==> config.mk <==
export PLATFORM = sky130hd
export DESIGN_NAME = fp_addsub_arbiter
export DESIGN_NICKNAME = d
export VERILOG_FILES = /design/src/rtl/fp_addsub_arbiter.sv
export SDC_FILE = /design/constraint.sdc
export NUM_CORES = 1
export LEC_CHECK = 0
export CAP_MARGIN = 30
export CORE_AREA = 4 4 160 162
export DETAILED_ROUTE_END_ITERATION = 7
export DIE_AREA = 0 0 164 166
export GPL_ROUTABILITY_DRIVEN = 1
export SLEW_MARGIN = 20
export SYNTH_ARGS = -nofsm -noshare
export SYNTH_HDL_FRONTEND = slang
export SYNTH_SLANG_ARGS = --single-unit
==> constraint.sdc <==
create_clock -name clk -period 6.8 [get_ports clk]
set_clock_uncertainty 0.1 [all_clocks]
set_input_delay 2.04 -clock clk [delete_from_list [all_inputs] [get_ports clk]]
set_output_delay 2.04 -clock clk [all_outputs]
set_load 0.05 [all_outputs]
==> src/rtl/fp_addsub_arbiter.sv <==
// ============================================================================
// Module   : fp_addsub_arbiter
// Brief    : Round-robin arbiter feeding a shared combinational FP add/sub
//            unit through a two-stage (issue / response) pipeline.
// Revision : 1.0 - initial release
// ============================================================================
`timescale 1ns/1ps
`default_nettype none

module fp_addsub_arbiter #(
  parameter int NREQ = 4
) (
  input  logic                 clk,
  input  logic                 rst,
  input  logic [NREQ-1:0]      req_valid_i,
  output logic [NREQ-1:0]      req_ready_o,
  input  logic [32*NREQ-1:0]   req_a_i,
  input  logic [32*NREQ-1:0]   req_b_i,
  input  logic [NREQ-1:0]      req_op_i,
  output logic [31:0]          fpu_a_o,
  output logic [31:0]          fpu_b_o,
  output logic                 fpu_op_o,
  input  logic [31:0]          fpu_z_i,
  output logic                 rsp_valid_o,
  input  logic                 rsp_ready_i,
  output logic [1:0]           rsp_id_o,
  output logic [31:0]          rsp_z_o,
  output logic                 busy_o,
  output logic [15:0]          issued_count_o
);

  localparam int IDW = 2;

  logic            s1_valid_q, s1_valid_d;
  logic [31:0]     fpu_a_q, fpu_a_d;
  logic [31:0]     fpu_b_q, fpu_b_d;
  logic            fpu_op_q, fpu_op_d;
  logic [IDW-1:0]  s1_id_q, s1_id_d;
  logic            rsp_valid_q, rsp_valid_d;
  logic [31:0]     rsp_z_q, rsp_z_d;
  logic [IDW-1:0]  rsp_id_q, rsp_id_d;
  logic [IDW-1:0]  ptr_q, ptr_d;
  logic [15:0]     issued_q, issued_d;

  logic            adv1, adv2;
  logic            gnt_vld;
  logic [IDW-1:0]  gnt_idx;
  logic [IDW-1:0]  cand;
  logic [31:0]     sel_a, sel_b;
  logic            sel_op;

  assign adv2 = !rsp_valid_q || rsp_ready_i;
  assign adv1 = !s1_valid_q || adv2;

  // Search ptr, ptr+1, ... with natural 2-bit wrap giving the modulo.
  always_comb begin
    gnt_vld = 1'b0;
    gnt_idx = '0;
    cand    = '0;
    for (int k = 0; k < NREQ; k++) begin
      cand = ptr_q + IDW'(k);
      if (!gnt_vld && req_valid_i[cand]) begin
        gnt_vld = 1'b1;
        gnt_idx = cand;
      end
    end
  end

  always_comb begin
    sel_a  = '0;
    sel_b  = '0;
    sel_op = 1'b0;
    for (int k = 0; k < NREQ; k++) begin
      if (gnt_idx == IDW'(k)) begin
        sel_a  = req_a_i[32*k +: 32];
        sel_b  = req_b_i[32*k +: 32];
        sel_op = req_op_i[k];
      end
    end
  end

  assign req_ready_o = (adv1 && gnt_vld) ? (NREQ'(1) << gnt_idx) : '0;

  always_comb begin
    s1_valid_d  = s1_valid_q;
    fpu_a_d     = fpu_a_q;
    fpu_b_d     = fpu_b_q;
    fpu_op_d    = fpu_op_q;
    s1_id_d     = s1_id_q;
    rsp_valid_d = rsp_valid_q;
    rsp_z_d     = rsp_z_q;
    rsp_id_d    = rsp_id_q;
    ptr_d       = ptr_q;
    issued_d    = issued_q;

    if (adv2) begin
      rsp_valid_d = s1_valid_q;
      if (s1_valid_q) begin
        rsp_z_d  = fpu_z_i;
        rsp_id_d = s1_id_q;
      end
    end

    if (adv1) begin
      s1_valid_d = gnt_vld;
      if (gnt_vld) begin
        fpu_a_d  = sel_a;
        fpu_b_d  = sel_b;
        fpu_op_d = sel_op;
        s1_id_d  = gnt_idx;
        ptr_d    = gnt_idx + IDW'(1);
        issued_d = issued_q + 16'd1;
      end
    end
  end

  always_ff @(posedge clk or posedge rst) begin
    if (rst) begin
      s1_valid_q  <= 1'b0;
      fpu_a_q     <= '0;
      fpu_b_q     <= '0;
      fpu_op_q    <= 1'b0;
      s1_id_q     <= '0;
      rsp_valid_q <= 1'b0;
      rsp_z_q     <= '0;
      rsp_id_q    <= '0;
      ptr_q       <= '0;
      issued_q    <= '0;
    end else begin
      s1_valid_q  <= s1_valid_d;
      fpu_a_q     <= fpu_a_d;
      fpu_b_q     <= fpu_b_d;
      fpu_op_q    <= fpu_op_d;
      s1_id_q     <= s1_id_d;
      rsp_valid_q <= rsp_valid_d;
      rsp_z_q     <= rsp_z_d;
      rsp_id_q    <= rsp_id_d;
      ptr_q       <= ptr_d;
      issued_q    <= issued_d;
    end
  end

  assign fpu_a_o        = fpu_a_q;
  assign fpu_b_o        = fpu_b_q;
  assign fpu_op_o       = fpu_op_q;
  assign rsp_valid_o    = rsp_valid_q;
  assign rsp_z_o        = rsp_z_q;
  assign rsp_id_o       = rsp_id_q;
  assign busy_o         = s1_valid_q || rsp_valid_q;
  assign issued_count_o = issued_q;

endmodule

`default_nettype wire
==> run_results.csv <==
group,metric,value,unit
status,status,"completed",
cells_and_area,drive_gt1_frac,0.08318,
run,maxCapViolCount,0,
routing,drt_first_pass_iters,5,
setup_path,required,4660,ps
clock_network,cts_tree,"done",
sta,finalCritPeriodShare,0.8915,
floorplanning,dieHeight,166,um
sta,fmax,165.0,MHz
clock_network,clockBufferDepth,2,
routing,wl_per_cell,19.77,um
logic_synthesis,yosysSeqAreaShare,0.4619,
setup_path,worstPathArrival,3920,ps
global_route,gr-total-overflow,0,
logic_synthesis,synth.avg_cell_area,9.432,um2
floorplanning,row_count,57,
setup_path,cp-start-kind,"input port",
logic_synthesis,syn_nets,999,
sta,setup_viol,0,
setup_path,end_kind,"output port",
sta,hold_viol,0,
routing,vias,6935,
sta,period_minus_slack,6062,ps
cells_and_area,fin_area,11590,um2
routing,initialDrtViolationCount,406,
placed_design,gp_congestion,0.8351,
cells_and_area,diodes,0,
logic_synthesis,ys_types,32,
floorplanning,core_area,24110,um2
logic_synthesis,synthAdderAreaFrac,0.009544,
logic_synthesis,synthMuxAreaShare,0.06394,
logic_synthesis,yosysTopAreaCell,"dfrtp_1",
power,powerDensity,373.5,nW/um2
clock_network,htreeDepth,4,
worst_hold_path,min_path_type,"reg2reg",
logic_synthesis,syn_area,6555,um2
logic_synthesis,synth-xor-area-share,0.02004,
floorplanning,io_pins,420,
placed_design,placed_area,11010,um2
global_route,grt_pass1_vias,6869,
logic_synthesis,ys_ff_latch,121,
logic_synthesis,synth_top_family_by_area,"compound AO/OA/AOI/OAI gates",
floorplanning,dieArea,27220,um2
setup_path,crit_type,"in2out",
sta,max-slew-margin-rel,0.3760,
cells_and_area,layout.nets,1385,
routing,ant_nets,0,
routing,drc,0,
cells_and_area,final_util,0.4810,
sta,rsz0062_at_grt,"false",
placed_design,port_buffers,419,
power,leakage,4.815,nW
logic_synthesis,synth_cells,695,
global_route,track_usage,0.1966,
routing,routed_wl,28040,um
setup_path,crit_path_max_fanout,5,
routing,via_per_inst,4.891,
placed_design,dp_hpwl,21060,um
logic_synthesis,synth_top_area_frac,0.4619,
clock_network,clk_pin_slew,60,ps
clock_network,cts-root-buf,"clkbuf_16",
cells_and_area,final_common_cell,"clkdlybuf4s50_1",
cells_and_area,syn_to_final_growth,76.87,%
clock_network,clock_sinks,121,
clock_network,post_cts_buffers,0,
sta,worstMarginPinSlew,936.0,ps
clock_network,ctsHoldBuffers,0,
sta,slew_viol_final,0,
logic_synthesis,yosysWarningCount,0,
global_route,grt_pass1_wl,41230,um
clock_network,cts-resized-gates,0,
floorplanning,start_util,0.2719,
global_route,antenna_found_initial,0,
logic_synthesis,synth.area.top_cells,"dfrtp_1, a21oi_1, a221o_1",
clock_network,insertion_delay,410,ps
cells_and_area,mostFrequentLayoutCells,"clkdlybuf4s50_1, a21oi_1, dfrtp_1",
sta,tns,0,ps
logic_synthesis,synth-simple-area-share,0.07864,
global_route,grt_max_degree,85,
power,ir_drop,0.0001856,V
clock_network,cts_buffers,17,
floorplanning,die_w,164,um
logic_synthesis,synth_compound_area_frac,0.2796,
per-layer routing:
layer	global-route usage	part of all wire	wire length, um	up-vias
met2	0.3263	0.49	13610	294
li1	-	-	-	3320
met4	0.05142	0.019	546	0
met3	0.05957	0.082	2293	30
met5	0	0	0	-
met1	0.2492	0.41	11590	3291
metrics by stage:
| stage | power [mW] | instances | hold WS (ps) | worst slack (ps) |
|---|---|---|---|---|
| after detailed placement | 3.455 | 1386 | 379.6 | 735.8 |
| after global routing | 4.575 | 1418 | 403.1 | 570.7 |
| after CTS | 4.383 | 1418 | 391.3 | 734.8 |
| after global placement | 3.440 | 1386 | 360.2 | 829.9 |
| after floorplan | 2.555 | 695 | 371.8 | 560.3 |
| final | 4.330 | 1418 | 392.1 | 737.9 |
critical path, stage by stage:
cell and delay, ps:
clkdlybuf4s50_1 550, a21oi_1 80, o21ai_0 180, o2bb2a_1 350
inv_1 120, ha_1 210, and3_1 180, buf_4 210
where the power goes:
group          switching (mW)  total, mW  leakage (nW)  internal [mW]
sequential              0.144       1.07          1.42          0.928
combinational            1.46       2.36          3.12          0.900
clock                   0.379      0.896         0.282          0.517
Yosys cell counts, drive strengths merged:
| master | number |
|---|---|
| or4 | 1 |
| nor2b | 1 |
| mux2i | 1 |
| a221o | 64 |
| and3 | 8 |
| xnor2 | 11 |
| a21oi | 135 |
| a311oi | 1 |
| o21ai | 2 |
| nand2b | 4 |
| nand3 | 5 |
| buf | 13 |
| nand4 | 9 |
| inv | 70 |
| dfrtp | 121 |
| a22oi | 65 |
| xor2 | 4 |
| and2 | 1 |
| clkbuf | 51 |
| mux2 | 36 |
| or2 | 1 |
| o2bb2a | 1 |
| nor4 | 1 |
| nand3b | 1 |
| nor2 | 69 |
| nand4b | 1 |
| ha | 5 |
| nand2 | 11 |
| nor3 | 2 |
final cells by class:
type / count / area (um2)
inverters: 70 / 265.3
clock buffers: 17 / 425.4
fillers: 2331 / 12510
flip-flops and latches: 121 / 3028
repair buffers: 431 / 4312
clock inverters: 15 / 158.9
well taps: 324 / 405.4
multi-input cells: 440 / 2999
state kept, by name (all words and copies together), names as in the netlist, 2 cells and up:
name / flops
fpu_a_o: 32
s1_id_q: 2
issued_count_o: 16
rsp_z_o: 32
rsp_id_o: 2
fpu_b_o: 32
ptr_q: 2
kinds of logic after synthesis:
kind of cell             count (synthesis)
AO/OA/AOI/OAI                          268
AND/OR/NAND/NOR                        115
XOR/XNOR                                15
multiplexers                            37
buffers and inverters                  134
adder cells (fa/ha/maj)                  5
flip-flops                             121
final timing paths:
check                              startpoint  slack, ps  depth (start not counted)            endpoint
max                            req_valid_i[0]        740                          8      req_ready_o[0]
min                        issued_count_o[15]        390                          1  issued_count_o[15]
max reg2reg                          ptr_q[1]       3210                         11          fpu_b_o[5]
min reg2reg                issued_count_o[15]        390                          1  issued_count_o[15]
max in group asynchronous                 rst       3560                          3   issued_count_o[3]
min in group asynchronous                 rst       2030                          2         rsp_z_o[29]
No activity file was read; power rests on OpenSTA's default activity.
